`src/rtl/rtl_ack_resp_pkg.sv`:
```
// Shared constants and helpers for the req/ack responder.
// Holds the clog2 helper used for counter sizing and the configuration range check.
// No logic; imported by the buffer and the top level.
package rtl_ack_resp_pkg;

   localparam int DEPTH_MIN = 2;
   localparam int DEPTH_MAX = 16;

   // Smallest r with (1 << r) >= v; returns 0 for v <= 1.
   function automatic int clog2(input int v);
      int r;
      r = 0;
      for (int i = 0; i < 31; i++) begin
         if ((1 << i) < v) r = i + 1;
      end
      return r;
   endfunction

   // Legal DEPTH range, counters wide enough to hold DEPTH, watchdog of at least 2 cycles.
   function automatic bit cfg_ok(input int depth, input int cntw, input int tmo);
      return (depth >= DEPTH_MIN) && (depth <= DEPTH_MAX) &&
             (cntw >= clog2(depth + 1)) && (tmo >= 2);
   endfunction

endpackage

```
`src/rtl/rtl_ack_resp_if.sv`:
```
// Bundle of the requester-facing req/ack/vld signals and the downstream valid/ready port.
// slave = the responder, master = whoever drives req/vld and consumes outdat.
// Pure wiring, no latency.
interface rtl_ack_resp_if #(
   parameter int WIDTH = 128,
   parameter int CNTW  = 5
);
   logic             req;
   logic [WIDTH-1:0] reqinfo;
   logic             ack;
   logic             vld;
   logic             reqen;
   logic             flush;
   logic             outvld;
   logic [WIDTH-1:0] outdat;
   logic             outrdy;
   logic [CNTW-1:0]  inflight;
   logic [CNTW-1:0]  buflen;
   logic             vlderr;
   logic             tmoerr;

   modport slave (
      input  req, reqinfo, vld, reqen, flush, outrdy,
      output ack, outvld, outdat, inflight, buflen, vlderr, tmoerr
   );

   modport master (
      output req, reqinfo, vld, reqen, flush, outrdy,
      input  ack, outvld, outdat, inflight, buflen, vlderr, tmoerr
   );
endinterface

```
`src/rtl/rtl_ack_resp_buf.sv`:
```
// DEPTH x WIDTH register FIFO with wrapping pointers (DEPTH need not be a power of 2).
// Write visible on dout the cycle after wr; dout/len/empty are pure registered state.
// Writes at full and reads at empty are ignored; flush clears pointers and overrides wr/rd.
module rtl_ack_resp_buf
   import rtl_ack_resp_pkg::*;
#(
   parameter int WIDTH = 128,
   parameter int DEPTH = 4,
   parameter int CNTW  = 5
) (
   input  logic             clk,
   input  logic             rst,
   input  logic             wr,
   input  logic [WIDTH-1:0] din,
   input  logic             rd,
   input  logic             flush,
   output logic [WIDTH-1:0] dout,
   output logic [CNTW-1:0]  len,
   output logic             empty
);
   localparam int PW = (clog2(DEPTH) < 1) ? 1 : clog2(DEPTH);
   typedef logic [PW-1:0] ptr_t;

   logic [WIDTH-1:0] mem_q [DEPTH];
   ptr_t             wptr_q, wptr_d, rptr_q, rptr_d;
   logic [CNTW-1:0]  len_q, len_d;
   logic             wr_en, rd_en;

   function automatic ptr_t ptr_inc(input ptr_t p);
      return (p == ptr_t'(DEPTH - 1)) ? '0 : p + 1'b1;
   endfunction

   assign wr_en = wr & ~flush & (len_q != CNTW'(DEPTH));
   assign rd_en = rd & ~flush & (len_q != '0);

   // Pointer and occupancy next state; flush wins over any write or read.
   always_comb begin
      wptr_d = wptr_q;
      rptr_d = rptr_q;
      len_d  = len_q;
      if (flush) begin
         wptr_d = '0;
         rptr_d = '0;
         len_d  = '0;
      end else begin
         if (wr_en) wptr_d = ptr_inc(wptr_q);
         if (rd_en) rptr_d = ptr_inc(rptr_q);
         case ({wr_en, rd_en})
            2'b10:   len_d = len_q + 1'b1;
            2'b01:   len_d = len_q - 1'b1;
            default: len_d = len_q;
         endcase
      end
   end

   // Pointer and occupancy registers.
   always_ff @(posedge clk or posedge rst) begin
      if (rst) begin
         wptr_q <= '0;
         rptr_q <= '0;
         len_q  <= '0;
      end else begin
         wptr_q <= wptr_d;
         rptr_q <= rptr_d;
         len_q  <= len_d;
      end
   end

   // Storage; cleared on reset so the head word reads 0 out of reset.
   always_ff @(posedge clk or posedge rst) begin
      if (rst) begin
         for (int i = 0; i < DEPTH; i++) mem_q[i] <= '0;
      end else if (wr_en) begin
         mem_q[wptr_q] <= din;
      end
   end

   assign dout  = mem_q[rptr_q];
   assign len   = len_q;
   assign empty = (len_q == '0);

endmodule

```
`src/rtl/rtl_ack_resp.sv`:
```
// Req/ack responder: acks only while buflen+inflight < DEPTH, buffers returned words, drains valid/ready.
// ack is combinational from registered state and req/reqen/flush; data reaches outdat 1 cycle after vld.
// outrdy low stalls the buffer, which then starves acks; optional watchdog via RTL_ACK_RESP_TMO_EN.
module rtl_ack_resp
   import rtl_ack_resp_pkg::*;
#(
   parameter int WIDTH = 128,
   parameter int DEPTH = 4,
   parameter int CNTW  = 5,
   parameter int TMO   = 64
) (
   input  logic          clk,
   input  logic          rst,
   rtl_ack_resp_if.slave bus
);
   localparam bit CFG_OK = cfg_ok(DEPTH, CNTW, TMO);

   generate
      if (!CFG_OK) begin : g_cfg_err
         $error("rtl_ack_resp: illegal DEPTH/CNTW/TMO combination");
      end
   endgenerate

   logic [CNTW-1:0] inflight_q, inflight_d;
   logic [CNTW-1:0] buflen;
   logic [CNTW:0]   credit_sum;
   logic            vlderr_q, vlderr_d;
   logic            ack, vld_acc, pop, empty, tmo_hit, tmoerr;

   // Reserved slots = words held + words still owed by the requester.
   assign credit_sum = {1'b0, buflen} + {1'b0, inflight_q};
   assign ack        = bus.req & bus.reqen & ~bus.flush & ~rst &
                       (credit_sum < (CNTW+1)'(DEPTH));
   // A vld only counts when it answers an outstanding ack.
   assign vld_acc    = bus.vld & (inflight_q != '0);
   assign pop        = ~empty & bus.outrdy;

`ifdef RTL_ACK_RESP_TMO_EN
   localparam int AW = clog2(TMO + 1);
   logic [AW-1:0] age_q, age_d;
   logic          tmoerr_q, tmoerr_d;

   // Expiry returns one credit; a vld in the same cycle takes precedence so inflight cannot underflow.
   assign tmo_hit = (inflight_q != '0) & ~vld_acc & (age_q == AW'(TMO - 1));

   // Age of the oldest outstanding ack, restarted on first ack, each accepted vld and each expiry.
   always_comb begin
      age_d    = age_q + 1'b1;
      tmoerr_d = tmoerr_q | tmo_hit;
      if (inflight_d == '0)
         age_d = '0;
      else if ((inflight_q == '0) || vld_acc || tmo_hit)
         age_d = AW'(1);
   end

   // Watchdog registers.
   always_ff @(posedge clk or posedge rst) begin
      if (rst) begin
         age_q    <= '0;
         tmoerr_q <= 1'b0;
      end else begin
         age_q    <= age_d;
         tmoerr_q <= tmoerr_d;
      end
   end

   assign tmoerr = tmoerr_q;
`else
   assign tmo_hit = 1'b0;
   assign tmoerr  = 1'b0;
`endif

   // Credit accounting and sticky spurious-vld flag; flush leaves inflight alone.
   always_comb begin
      inflight_d = inflight_q + {{(CNTW-1){1'b0}}, ack}
                              - {{(CNTW-1){1'b0}}, vld_acc}
                              - {{(CNTW-1){1'b0}}, tmo_hit};
      vlderr_d   = vlderr_q | (bus.vld & (inflight_q == '0));
   end

   // Credit and error registers.
   always_ff @(posedge clk or posedge rst) begin
      if (rst) begin
         inflight_q <= '0;
         vlderr_q   <= 1'b0;
      end else begin
         inflight_q <= inflight_d;
         vlderr_q   <= vlderr_d;
      end
   end

   rtl_ack_resp_buf #(
      .WIDTH (WIDTH),
      .DEPTH (DEPTH),
      .CNTW  (CNTW)
   ) u_buf (
      .clk   (clk),
      .rst   (rst),
      .wr    (vld_acc),
      .din   (bus.reqinfo),
      .rd    (pop),
      .flush (bus.flush),
      .dout  (bus.outdat),
      .len   (buflen),
      .empty (empty)
   );

   assign bus.ack      = ack;
   assign bus.outvld   = ~empty;
   assign bus.inflight = inflight_q;
   assign bus.buflen   = buflen;
   assign bus.vlderr   = vlderr_q;
   assign bus.tmoerr   = tmoerr;

endmodule

```
`src/flat_wrapper.sv`:
```
// flat-port wrapper written by rule: the top's interface ports become plain ports
module rtl_ack_resp_flat import rtl_ack_resp_pkg::*;
#(
   parameter int WIDTH = 128,
   parameter int DEPTH = 4,
   parameter int CNTW  = 5,
   parameter int TMO   = 64
)
  (clk, rst, bus_req, bus_reqinfo, bus_vld, bus_reqen, bus_flush, bus_outrdy, bus_ack, bus_outvld, bus_outdat, bus_inflight, bus_buflen, bus_vlderr, bus_tmoerr);
  rtl_ack_resp_if #(.WIDTH(WIDTH), .CNTW(CNTW)) bus_i ();
  input  logic clk;
  input  logic rst;
  input wire logic [$bits(bus_i.req)-1:0] bus_req;
  input wire logic [$bits(bus_i.reqinfo)-1:0] bus_reqinfo;
  input wire logic [$bits(bus_i.vld)-1:0] bus_vld;
  input wire logic [$bits(bus_i.reqen)-1:0] bus_reqen;
  input wire logic [$bits(bus_i.flush)-1:0] bus_flush;
  input wire logic [$bits(bus_i.outrdy)-1:0] bus_outrdy;
  output wire logic [$bits(bus_i.ack)-1:0] bus_ack;
  output wire logic [$bits(bus_i.outvld)-1:0] bus_outvld;
  output wire logic [$bits(bus_i.outdat)-1:0] bus_outdat;
  output wire logic [$bits(bus_i.inflight)-1:0] bus_inflight;
  output wire logic [$bits(bus_i.buflen)-1:0] bus_buflen;
  output wire logic [$bits(bus_i.vlderr)-1:0] bus_vlderr;
  output wire logic [$bits(bus_i.tmoerr)-1:0] bus_tmoerr;
  assign bus_i.req = bus_req;
  assign bus_i.reqinfo = bus_reqinfo;
  assign bus_i.vld = bus_vld;
  assign bus_i.reqen = bus_reqen;
  assign bus_i.flush = bus_flush;
  assign bus_i.outrdy = bus_outrdy;
  assign bus_ack = bus_i.ack;
  assign bus_outvld = bus_i.outvld;
  assign bus_outdat = bus_i.outdat;
  assign bus_inflight = bus_i.inflight;
  assign bus_buflen = bus_i.buflen;
  assign bus_vlderr = bus_i.vlderr;
  assign bus_tmoerr = bus_i.tmoerr;
  rtl_ack_resp #(.WIDTH(WIDTH), .DEPTH(DEPTH), .CNTW(CNTW), .TMO(TMO)) u_core (.clk(clk), .rst(rst), .bus(bus_i));
endmodule
```
`config.mk`:
```
export PLATFORM = sky130hd
export DESIGN_NAME = rtl_ack_resp_flat
export DESIGN_NICKNAME = d
export VERILOG_FILES = /design/src/rtl/rtl_ack_resp_pkg.sv /design/src/rtl/rtl_ack_resp_if.sv /design/src/rtl/rtl_ack_resp_buf.sv /design/src/rtl/rtl_ack_resp.sv /design/src/flat_wrapper.sv
export SDC_FILE = /design/constraint.sdc
export NUM_CORES = 1
export LEC_CHECK = 0
export ABC_AREA = 1
export ABC_CLOCK_PERIOD_IN_PS = 16100
export BUFFER_PORTS_ARGS = -buffer_cell sky130_fd_sc_hd__buf_2
export CORE_MARGIN = 1
export CORE_UTILIZATION = 50
export DETAILED_ROUTE_END_ITERATION = 10
export GPL_ROUTABILITY_DRIVEN = 0
export GPL_TIMING_DRIVEN = 0
export MAX_ROUTING_LAYER = met4
export PLACE_DENSITY = 0.72
export RECOVER_POWER = 100
export SKIP_CTS_REPAIR_TIMING = 1
export SYNTH_ARGS = -nofsm -noshare
export SYNTH_HDL_FRONTEND = slang
export SYNTH_HIERARCHICAL = 1
export SYNTH_SLANG_ARGS = --single-unit
```
`constraint.sdc`:
```
create_clock -name clk -period 16.1 [get_ports clk]
set_clock_uncertainty 0.15 [all_clocks]
set_input_delay 1.61 -clock clk [delete_from_list [all_inputs] [get_ports clk]]
set_output_delay 1.61 -clock clk [all_outputs]
set_load 0.005 [all_outputs]
```
* Word-level counts from Yosys, hierarchy flattened
Index checks and enable logic that the tools add are counted.
** Operators by class
- Add/subtract/negate cells :: 7
- $lt $le $gt $ge :: 4
- Equal/unequal tests :: 5
- Mux-type cells :: 14
- Bitwise gates (word level) :: 17
- Reduce and logical (&&, ||, !) cells :: 8
** Operators with widths (number)
- 512-bit bitwise mux :: 1
- 128-bit 2-to-1 mux :: 3
- 128-bit binary-select mux with 2-bit select :: 1
- 128-bit demux with 2-bit select :: 1
- 2-bit 2-to-1 mux :: 6
- 1-bit bitwise AND :: 11
- 5-bit zero test :: 2
- 5-bit one-hot mux with 2 select lines :: 1
- 5-bit nonzero test :: 2
- 5-bit by 5-bit adder with 6-bit output :: 1
- 2-bit == test (second input constant) :: 3
- 3-bit greater-or-equal comparator (second input constant) :: 2
- 6-bit by 3-bit less-than comparator with 1-bit output (second input constant) :: 1
- 2-bit inverter with 3-bit output :: 2
- 5-bit by 1-bit adder with 5-bit output :: 1
- 5-bit by 1-bit adder with 5-bit output (second input constant) :: 1
- 5-bit 2-to-1 mux :: 1
- 5-bit by 3-bit != test with 1-bit output (second input constant) :: 1
- 5-bit by 1-bit subtractor with 5-bit output :: 1
- 5-bit by 1-bit subtractor with 5-bit output (second input constant) :: 1
- 2-bit by 1-bit adder with 2-bit output (second input constant) :: 2
- 2-bit nonzero test :: 2
- 3-bit by 1-bit less-than comparator with 1-bit output (second input constant) :: 1
- 1-bit inverter :: 3
- other kinds (4) :: 4
** Word-level totals
- Bits in registers :: 527
- Input bits :: 135
- Output and inout port bits :: 142
- Logic and storage cells :: 64

* Logic depth before layout (Yosys ltp)
- Depth after elaboration :: 8
- Mapped depth :: 20
- Mapped depth without buffers :: 20

* Modules after synthesis
Netlist, hierarchy kept.
** By module, submodules not included
- rtl_ack_resp_buf :: instances 1, cells an instance 2601, area an instance 22838.2 um2, sequential area each 13037.5 um2
- rtl_ack_resp :: instances 1, cells an instance 63, area an instance 508.0 um2, sequential area each 150.1 um2

* Least setup slack after synthesis
OpenSTA, ideal clock, no wires.
- Path type :: input port to output port
- From :: input rst
- To :: output bus_ack
- Data arrival time :: 1.947 ns
- Data required time :: 14.340 ns
- Slack :: 12.393 ns
- Stages :: 3
- Path buffers :: 0
- Cell sequence :: inv_2 > nand3_1 > nor2_1
** On the way
- Longest elaborated chain between the ends :: 3
** Ends and longest elaborated chain
- start: declaration :: RTL line flat_wrapper.sv:12 : input logic rst;
- 1-bit inverter :: RTL line rtl_ack_resp.sv:32 : assign ack = bus.req & bus.reqen & ~bus.flush & ~rst &
- 1-bit bitwise AND (2 in a row) :: RTL line rtl_ack_resp.sv:32
- end: declaration :: RTL line flat_wrapper.sv:19 : output wire logic [$bits(bus_i.ack)-1:0] bus_ack;
Every way passes these cells.

==> summary.md <==
| Metric | Value |
|---|---|
| CP startpoint kind | input port |
| Pins Over Slew Limit | 263 |
| P_sw | 2.081 mW |
| Req. time, crit path | 16740 ps |
| Register area | 0.01319 mm² |
| Global-route wire length before repair | 113200 µm |
| Final Hold Viols | 0 |
| DRT iter0 DRCs | 2302 |
| Clock transition at path regs | 60 ps |
| Max-cap violation count | 8 |
| Switching part of the total | 37.61% |
| Final core occ | 59.27% |
| Row count | 78 |
| CORE AREA | 0.04567 mm² |
| CTS H-Tree Depth | 2 |
| Tcrit/Tclk final | 53.64% |
| Root Driver | clkbuf_16 |
| Routed WL | 72110 µm |
| Number of synthesized flops with an enable pin | 0 |
| Initial Utilization | 51.11% |
| Final nets | 3163 |
| I/O pins | 277 |
| Antenna violations before repair | 3 |
| Most used DFF post-synth | dfrtp_1 |
| Worst-path maximum fanout | 43 |
| Pwr Density | 204.4 mW/mm² |
| 1st-pass router iterations | 6 |
| Leakage power | 13.20 nW |
| DRC | 0 |
| Synth-to-Final Area Change | 15.96% |
| Fillers | 4093 |
| Post-synthesis cell count | 2664 |
| Final setup viols | 0 |
| Total GRT Usage | 31.43% |
| Vias | 21000 |
| Largest net degree at the start of global routing | 45 |
| Share of cells above drive strength 1 | 10.88% |
| Vias in the first global route | 20710 |
| Cell-internal power | 3.452 mW |
| Highest metal used | met4 |
| Routed length per placed instance | 19.73 µm |
| Count leader, synth | o21ai_0 |
| Chip height | 218.1 µm |
| Area of the multi-input gates | 0.008207 mm² |
| Combinational share of power | 34.3% |
| CTS buffer count | 55 |
| Synth cell types | 33 |
| Hpwl dp | 48210 µm |
| Yosys reg bits | 527 |
| Metal3 WL | 6641 µm |
| RSZ-0062 raised after global routing | false |
| Clk Latency, worst-skew pair | 610 ps |
| Die width | 218.1 µm |
| Violated checks | max-capacitance violations, max-slew violations |
| Clk pwr share | 24.4% |
| Max IR drop VDD | 90.71 µV |
| Yosys warns | 6 |
| Arr. time, crit path | 9280 ps |
| Status | complete, but fails checks |
| Met1 wire length | 29180 µm |
| Final hold slack | 329.2 ps |
| Max Clk Rate | 115.8 MHz |
| Antenna viol nets, final | 0 |
| Commonest cells post-synth | o21ai_0, nand2_1, dfrtp_1 |
| Synth area leader | dfrtp_1 |
| Post-synthesis sequential area ratio | 56.49% |
| Synth area leaders | dfrtp_1, o21ai_0, nand2_1 |
| Worst min-delay path category | register to register |
| Fin crit period | 8637 ps |
| DR vias/cell | 5.745 |
| Setup CP Type | input port to asynchronous set/reset pin |
| Total Neg Setup Slack | 0 ps |
| I/O Buffers | 275 |
| Max clock buf depth | 3 |
| Yosys top cell area share | 56.49% |
| Syn Nets | 2817 |
| Max transition margin | -49.03% |
| TritonCTS clock tree | built |
| Pre-CTS setup slack | 11790 ps |
| Avg Inst Size Synth | 8.764 µm² |
| Setup crit end kind | asynchronous set/reset pin |
| Worst slew pin tran | 2236 ps |
| Full die area | 0.04756 mm² |
| Cell area after synthesis | 0.02335 mm² |
| Reg power frac | 41.3% |
| Asr flop ratio synth | 100.0% |
| Setup slack, reg-to-reg | 12550 ps |
| Metal2 WL | 33970 µm |
| Gr ovfl total | 0 |
| Clock sink total | 527 |
| Fin worst setup slack | 7463 ps |
## critical path: stages
cell	delay, ps
clkbuf_1	90
clkinvlp_2	720
clkbuf_1	1590
clkbuf_1	1430
clkbuf_1	1460
clkbuf_1	1680
buf_12	340
buf_12	280
## power by group through the flow
stage	Sequential, mW	Clock (mW)	Combinational, mW
5_1_grt	2.35	1.42	2.13
4_1_cts	2.27	1.36	1.97
6_report	2.28	1.35	1.90
3_3_place_gp	2.27	0	1.87
2_1_floorplan	2.21	0	1.21
3_5_place_dp	2.28	0	1.95
## per-layer routing
layer,GRT usage [%],up-vias
met1,41.23,10290
met4,10.82,0
met3,6.374,164
met5,-,-
li1,-,9509
met2,48.70,1033
## state kept, by name (all words and copies together) (netlist names)
register	cells
u_core/bus.inflight	5
u_core/u_buf/rptr_q	2
u_core/u_buf/wptr_q	2
u_core/u_buf/mem_q	512
u_core/bus.vlderr	1
u_core/u_buf/len	5
## cells in the final DEF (no fill, tap or decap), drive strengths merged
cell and instances:
o22ai 129, xnor2 4, ha 17, inv 165, fa 1, clkinv 10, nand3b 2, nand4 1
a31oi 2, o21ai 775, dfrtp 527, o21bai 2, nand2 552, bufinv 8, conb 1, a21oi 2
buf 213, nor2 268, a22oi 1, clkbuf 351, nand3 16, clkinvlp 4, or2 1, diode 3
## per-stage QoR
stage | total power [mW] | std cells | cell area (µm²)
after floorplan | 3.422 | 2664 | 23350
after global placement | 4.142 | 3539 | 25480
after detailed placement | 4.236 | 3553 | 25760
after CTS | 5.602 | 3652 | 27680
after global routing | 5.901 | 3655 | 27070
final | 5.533 | 3655 | 27070
## path summary, 6_finish.rpt
| check | startpoint | endpoint | depth (start not counted) |
|---|---|---|---|
| max | rst | u_core/u_buf/mem_q[471] | 8 |
| min | u_core/u_buf/mem_q[308] | u_core/u_buf/mem_q[308] | 2 |
| max reg2reg | u_core/bus.inflight[3] | u_core/u_buf/mem_q[184] | 12 |
| min reg2reg | u_core/u_buf/mem_q[308] | u_core/u_buf/mem_q[308] | 2 |
| max in group clk | u_core/u_buf/rptr_q[0] | bus_outdat[126] | 6 |
| min in group asynchronous | rst | u_core/bus.vlderr | 2 |
## cell type report
cell class / instances / share of cell area (%)
antenna: 3 / 0.02773
buffer: 197 / 3.720
clock buffer: 78 / 5.930
clock inverter: 21 / 1.160
inverter: 166 / 2.311
multi-input combinational: 1774 / 30.31
sequential: 527 / 48.71
tap: 600 / 2.773
timing repair buffer: 289 / 5.052
## cells by family after synthesis
group	after synthesis	synth area share (%)
flops	527	56.49
other cells	1	0.01606
xor+xnor	4	0.1500
compound gates	911	20.28
buf+inv	363	8.157
simple gates	840	13.91
fa+ha+maj	18	0.9968
(Power assumes the default switching activity.)
